==> config.mk <==
export PLATFORM = sky130hd
export DESIGN_NAME = pipe_skid_reg
export DESIGN_NICKNAME = d
export VERILOG_FILES = /design/src/rtl/pipe_skid_reg_pkg.sv /design/src/rtl/pipe_skid_reg.sv
export SDC_FILE = /design/constraint.sdc
export NUM_CORES = 1
export LEC_CHECK = 0
export CORE_ASPECT_RATIO = 0.8
export CORE_MARGIN = 2
export CORE_UTILIZATION = 53
export CTS_CLUSTER_SIZE = 10
export DETAILED_ROUTE_END_ITERATION = 10
export GPL_TIMING_DRIVEN = 0
export HOLD_SLACK_MARGIN = 0.12
export PLACE_DENSITY = 0.89
export REMOVE_ABC_BUFFERS = 1
export SYNTH_ARGS = -nofsm -noshare
export SYNTH_HDL_FRONTEND = slang
export SYNTH_SLANG_ARGS = --single-unit
==> constraint.sdc <==
create_clock -name clk -period 2.6 [get_ports clk]
set_input_delay 0.39 -clock clk [delete_from_list [all_inputs] [get_ports clk]]
set_output_delay 0.39 -clock clk [all_outputs]
set_load 0.01 [all_outputs]
==> src/rtl/pipe_skid_reg_pkg.sv <==
// Shared pipeline constants plus the state encoding and helpers for the
// pipeline boundary register (pipe_skid_reg).
package pipe_skid_reg_pkg;

  localparam int          PIPE_DATA_W  = 32;
  localparam logic [31:0] PIPE_NOP_VAL = 32'h0000_0000;

  // ST_ONE doubles as FULL in the single-register (SKID=0) build.
  typedef enum logic [1:0] {
    ST_EMPTY = 2'd0,
    ST_ONE   = 2'd1,
    ST_TWO   = 2'd2
  } skid_state_e;

  function automatic logic [1:0] state_count(input skid_state_e s);
    logic [1:0] n;
    n = 2'd0;
    case (s)
      ST_EMPTY: n = 2'd0;
      ST_ONE:   n = 2'd1;
      ST_TWO:   n = 2'd2;
      default:  n = 2'd0;
    endcase
    return n;
  endfunction

endpackage

==> src/rtl/pipe_skid_reg.sv <==
// Pipeline boundary register: two-entry skid buffer with registered in_ready
// (SKID=1) or a single register with combinational in_ready (SKID=0).
module pipe_skid_reg
  import pipe_skid_reg_pkg::*;
#(
  parameter int                DATA_W  = PIPE_DATA_W,
  parameter logic [DATA_W-1:0] NOP_VAL = DATA_W'(PIPE_NOP_VAL),
  parameter int                SKID    = 1
) (
  input  logic              clk,
  input  logic              clr,
  input  logic              flush,
  input  logic              in_valid,
  input  logic [DATA_W-1:0] in_data,
  input  logic              in_side,
  output logic              in_ready,
  output logic              out_valid,
  output logic [DATA_W-1:0] out_data,
  input  logic              out_ready,
  output logic              out_side,
  output logic [1:0]        count
);

  skid_state_e       r_state;
  skid_state_e       w_state_nxt;
  logic [DATA_W-1:0] r_main;
  logic [DATA_W-1:0] w_main_nxt;
  logic [DATA_W-1:0] w_skid_q;
  logic              r_side;
  logic              w_push;
  logic              w_pop;
  logic              w_in_ready;

  assign w_pop  = (r_state != ST_EMPTY) && out_ready;
  assign w_push = in_valid && w_in_ready && !flush;

  // The main register always holds NOP_VAL when empty, so it drives out_data directly.
  always_comb begin
    w_state_nxt = r_state;
    w_main_nxt  = r_main;
    if (flush) begin
      w_state_nxt = ST_EMPTY;
      w_main_nxt  = NOP_VAL;
    end else begin
      case (r_state)
        ST_EMPTY: begin
          if (w_push) begin
            w_state_nxt = ST_ONE;
            w_main_nxt  = in_data;
          end else begin
            w_state_nxt = ST_EMPTY;
          end
        end
        ST_ONE: begin
          if (w_push && w_pop) begin
            w_main_nxt = in_data;
          end else if (w_push) begin
            w_state_nxt = ST_TWO;
          end else if (w_pop) begin
            w_state_nxt = ST_EMPTY;
            w_main_nxt  = NOP_VAL;
          end else begin
            w_state_nxt = ST_ONE;
          end
        end
        ST_TWO: begin
          if (w_pop) begin
            w_state_nxt = ST_ONE;
            w_main_nxt  = w_skid_q;
          end else begin
            w_state_nxt = ST_TWO;
          end
        end
        default: begin
          w_state_nxt = ST_EMPTY;
          w_main_nxt  = NOP_VAL;
        end
      endcase
    end
  end

  always_ff @(posedge clk) begin
    if (clr) begin
      r_state <= ST_EMPTY;
      r_main  <= NOP_VAL;
      r_side  <= 1'b0;
    end else begin
      r_state <= w_state_nxt;
      r_main  <= w_main_nxt;
      if (flush) begin
        r_side <= 1'b0;
      end else if (w_push) begin
        r_side <= in_side;
      end
    end
  end

  generate
    if (SKID != 0) begin : g_skid
      logic [DATA_W-1:0] r_skid;
      logic              r_in_ready;

      // Skid slot catches the push that arrives while the head is stalled.
      always_ff @(posedge clk) begin
        if (clr) begin
          r_skid     <= NOP_VAL;
          r_in_ready <= 1'b1;
        end else begin
          r_in_ready <= (w_state_nxt != ST_TWO);
          if (flush) begin
            r_skid <= NOP_VAL;
          end else if ((r_state == ST_ONE) && w_push && !w_pop) begin
            r_skid <= in_data;
          end else if ((r_state == ST_TWO) && w_pop) begin
            r_skid <= NOP_VAL;
          end
        end
      end

      assign w_skid_q   = r_skid;
      assign w_in_ready = r_in_ready;
    end else begin : g_noskid
      assign w_skid_q   = NOP_VAL;
      assign w_in_ready = (r_state == ST_EMPTY) || out_ready;
    end
  endgenerate

  assign in_ready  = w_in_ready;
  assign out_valid = (r_state != ST_EMPTY);
  assign out_data  = r_main;
  assign out_side  = r_side;
  assign count     = state_count(r_state);

endmodule

==> impl_metrics.csv, run 1 <==
group,metric,value,unit
cts,cts_max_level,3,
detailed_routing,post_drt_wl_per_cell,16.8,µm
synth,ys_seq_elements,68,
worst_setup_path,worstReg2RegStart,"r_state[1]",
synth,yosysSeqAreaShare,44.7,%
power,switching_share,22.5,%
global_routing,busiest_layer,"met2",
global_routing,grt_pass1_vias,2638,
final_layout,layout_commonest_cell,"clkdlybuf4s50_1",
detailed_routing,dr.pass1.iters,5,
global_routing,grtUsageMet1,31.5,%
synth,synth_top_area_share,44.7,%
worst_setup_path,cp.arrival,2.49,ns
global_routing,antenna_found_initial,0,
place,portBuffers,74,
place,place_area,3710,µm²
global_routing,grt_pass1_wl,12300,µm
cts,clkSinkCount,68,
detailed_routing,vias,2877,
worst_setup_path,startpoint,"out_ready",
final_layout,final_util,71.9,%
run,cap_violations,0,
power,pwr-share-seq,45.6,%
cts,cts.hold.buffers_added,0,
timing,hold_viol_final,0,
run_status,status,"completed",
timing,finalSetupTns,0,ns
final_layout,final_cell_mix,"clkdlybuf4s50_1 (74), dfxtp_1 (68), nand2_1 (34), a21oi_1 (34), nand3_1 (33)",
synth,synth_cell_types,32,
timing,finalCritPeriodShare,89.8,%
power,power_switching,524,µW
min_path,min-delay-start,"out_data[31]",
timing,slew_viol_final,0,
final_layout,fill_cells,416,
global_routing,met2_usage,39.8,%
timing,setup_viol,0,
cts,clockRootBuffer,"clkbuf_8",
detailed_routing,wirelength,7740,µm
timing,whs,0.473,ns
cts,cts_tree,"built",
die,num_rows,24,
die,fp.dieH,71.8,µm
place,dp_hpwl,4740,µm
worst_setup_path,start_kind,"primary input",
detailed_routing,vias_per_cell,6.25,
timing,rsz0062_at_grt,"false",
timing,fin_skew,0.00979,ns
global_routing,grt_start_max_net_pins,69,
worst_setup_path,critPathKind,"in2reg",
die,initial_utilization,55.4,%
synth,synth_warnings,0,
die,io_pins,75,
cts,post_cts_buffers,0,
power,internal-power,1.81,mW
synth,ys.flop_type,"dfxtp_1",
die,dieArea,6370,µm²
cts,clock_latency,0.34,ns
synth,synthArstFlopShare,0,%
final_layout,final_cell_area,3950,µm²
cts,cts_resized,0,
final_layout,num-nets-final,415,
final_layout,drive_gt1_share,8.64,%
global_routing,track_usage,24.6,%
worst_setup_path,crit_required,2.75,ns
detailed_routing,drt-initial-drc-count,323,
power,powerDensity,590,nW/µm²
min_path,hold_path_class,"reg2reg",
final_layout,antenna_cells,0,
power,comb_power_share,10.0,%
die,chipWidth,88.7,µm
cts,cts.clk_slew.worst_paths,0.07,ns
final_layout,register_area,1360,µm²
power,p_total,2.33,mW
global_routing,use_met3,6.57,%
global_routing,overflow,0,
final_layout,syn2layout_area_growth,29.8,%
detailed_routing,ant_nets,0,
synth,synth_top_cell_by_area,"dfxtp_1",
timing,tightestPinTransition,1.31,ns
worst_setup_path,cp-end-kind,"flip-flop",
die,core,5500,µm²
synth,synth.area.top_cells,"dfxtp_1 (45%), a32oi_1 (9.2%), o211ai_1 (7.9%)",
worst_setup_path,cp_max_fo,32,
synth,netlist_instances,329,
final_layout,multi_input_area,1380,µm²
power,p_clk_share,44.5,%
power,p_leak,1.18,nW
synth,netlist_area,3040,µm²
detailed_routing,drc,0,
cts,clockBufferDepth,2,
timing,relSlewSlack,12.7,%
timing,max_freq,429,MHz
synth,synth_edf_count,0,
cts,numCtsBuffers,9,
synth,avgSynthCellArea,9.25,µm²
place,globalplace.congestion,0.757,
power,vdd_drop_max,0.348,mV
timing,fin_crit,2.33,ns
[through the flow]
stage	instances	setup WS, ns
after CTS	460	0.304
after floorplan	285	-0.0703
after detailed placement	444	-0.0448
after global placement	437	-1.18
final	460	0.266
after global routing	460	0.0671
[path summary, 6_finish.rpt]
path / slack [ns] / endpoint / depth (start not counted)
hold reg to reg: 0.47 / out_data[31] / 2
hold / removal: 0.47 / out_data[31] / 2
setup reg to reg: 0.35 / g_skid.r_skid[7] / 3
setup / recovery: 0.27 / g_skid.r_skid[7] / 4
[power groups by stage]
stage               clock network (mW)  logic [mW]  registers (mW)
floorplan                            0      0.0861            1.09
global placement                     0       0.209            1.08
detailed placement                   0       0.229            1.09
CTS                               1.05       0.230            1.06
global route                      1.08       0.247            1.06
finish                            1.04       0.232            1.06
[sequential cells by signal (all words and copies together), names as in the netlist]
register and cells:
in_ready 1, out_side 1, out_data 32, g_skid.r_skid 32
r_state 2
[cell families (layout without fill, tap and decap cells)]
logic type / after synthesis / after routing / synth area share (%)
compound gates: 133 / 133 / 31.3
buf+inv: 45 / 98 / 10.0
flops: 68 / 68 / 44.7
simple gates: 83 / 83 / 13.9
[critical path, cell delays in order]
cell and delay [ns]:
clkdlybuf4s50_1 0.60, nand3b_1 0.92, o211ai_1 0.43, a21oi_1 0.14
[synthesized netlist by cell type (2+ instances only)]
cell type / instances
dfxtp_1: 68
a21oi_1: 34
nand2_1: 34
nand3_1: 33
a32oi_1: 32
o211ai_1: 32
o22ai_1: 29
buf_2: 17
clkbuf_1: 12
buf_6: 8
buf_8: 3
o22ai_2: 3
and3b_1: 2
clkbuf_4: 2
nor2b_1: 2
nor3_1: 2
[per-layer routing]
layer	vias up	wire, µm
li1	1363	-
met4	0	100
met2	149	3710
met5	-	0
met3	10	701
met1	1355	3230
[final cells by class]
| cell class | count | share of cell area (%) |
|---|---|---|
| Inverter | 1 | 0.0950 |
| Clock buffer | 10 | 3.23 |
| Timing Repair Buffer | 81 | 21.9 |
| Sequential cell | 68 | 34.5 |
| Clock inverter | 6 | 2.85 |
| Tap cell | 78 | 2.47 |
| Multi-Input combinational cell | 216 | 35.0 |
Note: power is estimated with default switching activity, not from simulation.
==> run 2: changes to the inputs <==
--- a/config.mk
+++ b/config.mk
@@ -5,6 +5,7 @@
 export SDC_FILE = /design/constraint.sdc
 export NUM_CORES = 1
 export LEC_CHECK = 0
+export CAP_MARGIN = 20
 export CORE_ASPECT_RATIO = 0.8
 export CORE_MARGIN = 2
 export CORE_UTILIZATION = 53
==> constraint.sdc (replaced) <==
create_clock -name clk -period 2.6 [get_ports clk]
set_input_delay 0.39 -clock clk [delete_from_list [all_inputs] [get_ports clk]]
set_output_delay 0.39 -clock clk [all_outputs]
set_load 0.005 [all_outputs]
==> run 2 against run 1 <==
  * Count of clock-buffer cells in the layout is the same
  * Largest power group is now clock
  * Total power grew 4.2%
  * Die area is the same
  * Highest routed layer unchanged
  * Maximum frequency grew 2.5%
  * Critical endpoint is now out_data[18]
==> impl_metrics.csv, run 2 (synthesized netlist as in run 1, its figures left out) <==
group,metric,value,unit
detailed_routing,ant_nets,0,
global_routing,overflow,0,
worst_setup_path,crit_required,2.80,ns
die,io_pins,75,
global_routing,track_usage,26.0,%
detailed_routing,drc,0,
detailed_routing,met3WireLength,657,µm
cts,cts.hold.buffers_added,0,
detailed_routing,post_drt_wl_per_cell,17.3,µm
die,initial_utilization,55.4,%
final_layout,drive_gt1_share,9.35,%
die,dieArea,6370,µm²
place,dp_hpwl,5030,µm
final_layout,final_cell_mix,"clkdlybuf4s50_1 (74), dfxtp_1 (68), nand2_1 (34), a21oi_1 (34), nand3_1 (33)",
cts,cts_resized,0,
timing,fin_skew,0.00651,ns
global_routing,grt_pass1_wl,13000,µm
die,chipWidth,88.7,µm
min_path,hold_path_class,"reg2reg",
place,portBuffers,74,
run_status,status,"completed",
detailed_routing,wl_met2,3860,µm
cts,cts_tree,"built",
detailed_routing,dr.pass1.iters,5,
global_routing,antenna_found_initial,0,
cts,clock_latency,0.34,ns
run,cap_violations,0,
timing,rsz0062_at_grt,"false",
cts,cts_max_level,3,
timing,tightestPinTransition,0.742,ns
worst_setup_path,cp-end-kind,"flip-flop",
worst_setup_path,start_kind,"primary input",
die,fp.dieH,71.8,µm
worst_setup_path,cp.arrival,2.48,ns
timing,slew_viol_final,0,
detailed_routing,wirelength,8020,µm
power,p_total,2.43,mW
timing,finalCritPeriodShare,87.6,%
detailed_routing,drt-initial-drc-count,325,
timing,hold_viol_final,0,
cts,numCtsBuffers,9,
power,p_leak,1.24,nW
worst_setup_path,cp_max_fo,34,
place,globalplace.congestion,0.757,
detailed_routing,vias,2935,
detailed_routing,drt-met1-wl,3400,µm
die,num_rows,24,
worst_setup_path,critPathKind,"in2reg",
global_routing,grt_start_max_net_pins,37,
timing,finalSetupTns,0,ns
cts,cts.clk_slew.worst_paths,0.08,ns
detailed_routing,vias_per_cell,6.34,
timing,relSlewSlack,50.5,%
timing,setup_viol,0,
final_layout,antenna_cells,0,
timing,whs,0.471,ns
final_layout,layout_commonest_cell,"clkdlybuf4s50_1",
detailed_routing,top_layer,"met4",
final_layout,num-nets-final,418,
cts,clockRootBuffer,"clkbuf_8",
global_routing,grt_pass1_vias,2764,
cts,post_cts_buffers,0,
power,powerDensity,600,nW/µm²
cts,clockBufferDepth,2,
final_layout,fill_cells,393,
final_layout,syn2layout_area_growth,33.1,%
timing,max_freq,439,MHz
die,core,5500,µm²
power,vdd_drop_max,0.465,mV
cts,clkSinkCount,68,
timing,fin_crit,2.28,ns
run 2: cell types whose count changed in the layout (fill, tap and decap cells not counted):
cell / before / now
buf_16: 2 / 4
clkinvlp_4: 3 / 1
bufinv_16: 3 / 4
buf_12: 0 / 1
clkinv_4: 0 / 1
run 2: routing by layer:
layer  track usage [%]  vias to the layer above
met1              33.4                     1410
li1                  -                     1365
met3              9.22                       10
met2              40.0                      150
met5                 0                        -
met4              10.3                        0
run 2: cell type report:
cell class | count | area (µm²) | share of cell area, %
inverters | 1 | 3.75 | 0.0927
well taps | 78 | 97.6 | 2.41
multi-input cells | 216 | 1380 | 34.2
clock buffers | 10 | 128 | 3.15
clock inverters | 6 | 136 | 3.37
flip-flops and latches | 68 | 1360 | 33.6
repair buffers | 84 | 938 | 23.2
run 2: through the flow:
stage	setup WS [ns]	cell area (µm²)	utilization, %	cells
after floorplan	-0.0261	2740	-	285
after global placement	-1.18	3580	65.1	437
after detailed placement	0.0203	3780	68.9	447
after CTS	0.365	4050	73.7	463
after global routing	0.243	4050	73.7	463
final	0.323	4050	73.7	463
run 2: path summary, 6_finish.rpt:
kind	depth (start not counted)	startpoint	to	slack, ns
hold reg to reg	2	out_data[16]	out_data[16]	0.47
setup reg to reg	3	r_state[0]	out_data[18]	0.68
setup / recovery	4	out_ready	out_data[18]	0.32
hold / removal	2	out_data[16]	out_data[16]	0.47
run 2: critical path, cell delays in order:
cell and delay, ns:
clkdlybuf4s50_1 0.62, nand2b_2 0.67, o221a_4 0.63, o22ai_1 0.16
run 2: report_power, final:
part	switching, mW	internal [mW]	total [mW]	leakage [nW]
sequential	0.00807	1.05	1.06	0.549
combinational	0.115	0.117	0.233	0.560
clock	0.398	0.736	1.13	0.127
==> run 3: changes to the inputs <==
--- a/config.mk
+++ b/config.mk
@@ -5,6 +5,7 @@
 export SDC_FILE = /design/constraint.sdc
 export NUM_CORES = 1
 export LEC_CHECK = 0
+export ABC_CLOCK_PERIOD_IN_PS = 2600
 export CAP_MARGIN = 20
 export CORE_ASPECT_RATIO = 0.8
 export CORE_MARGIN = 2
==> results of run 3 <==
Final layout, timing and power as in run 2 (identical DEF).
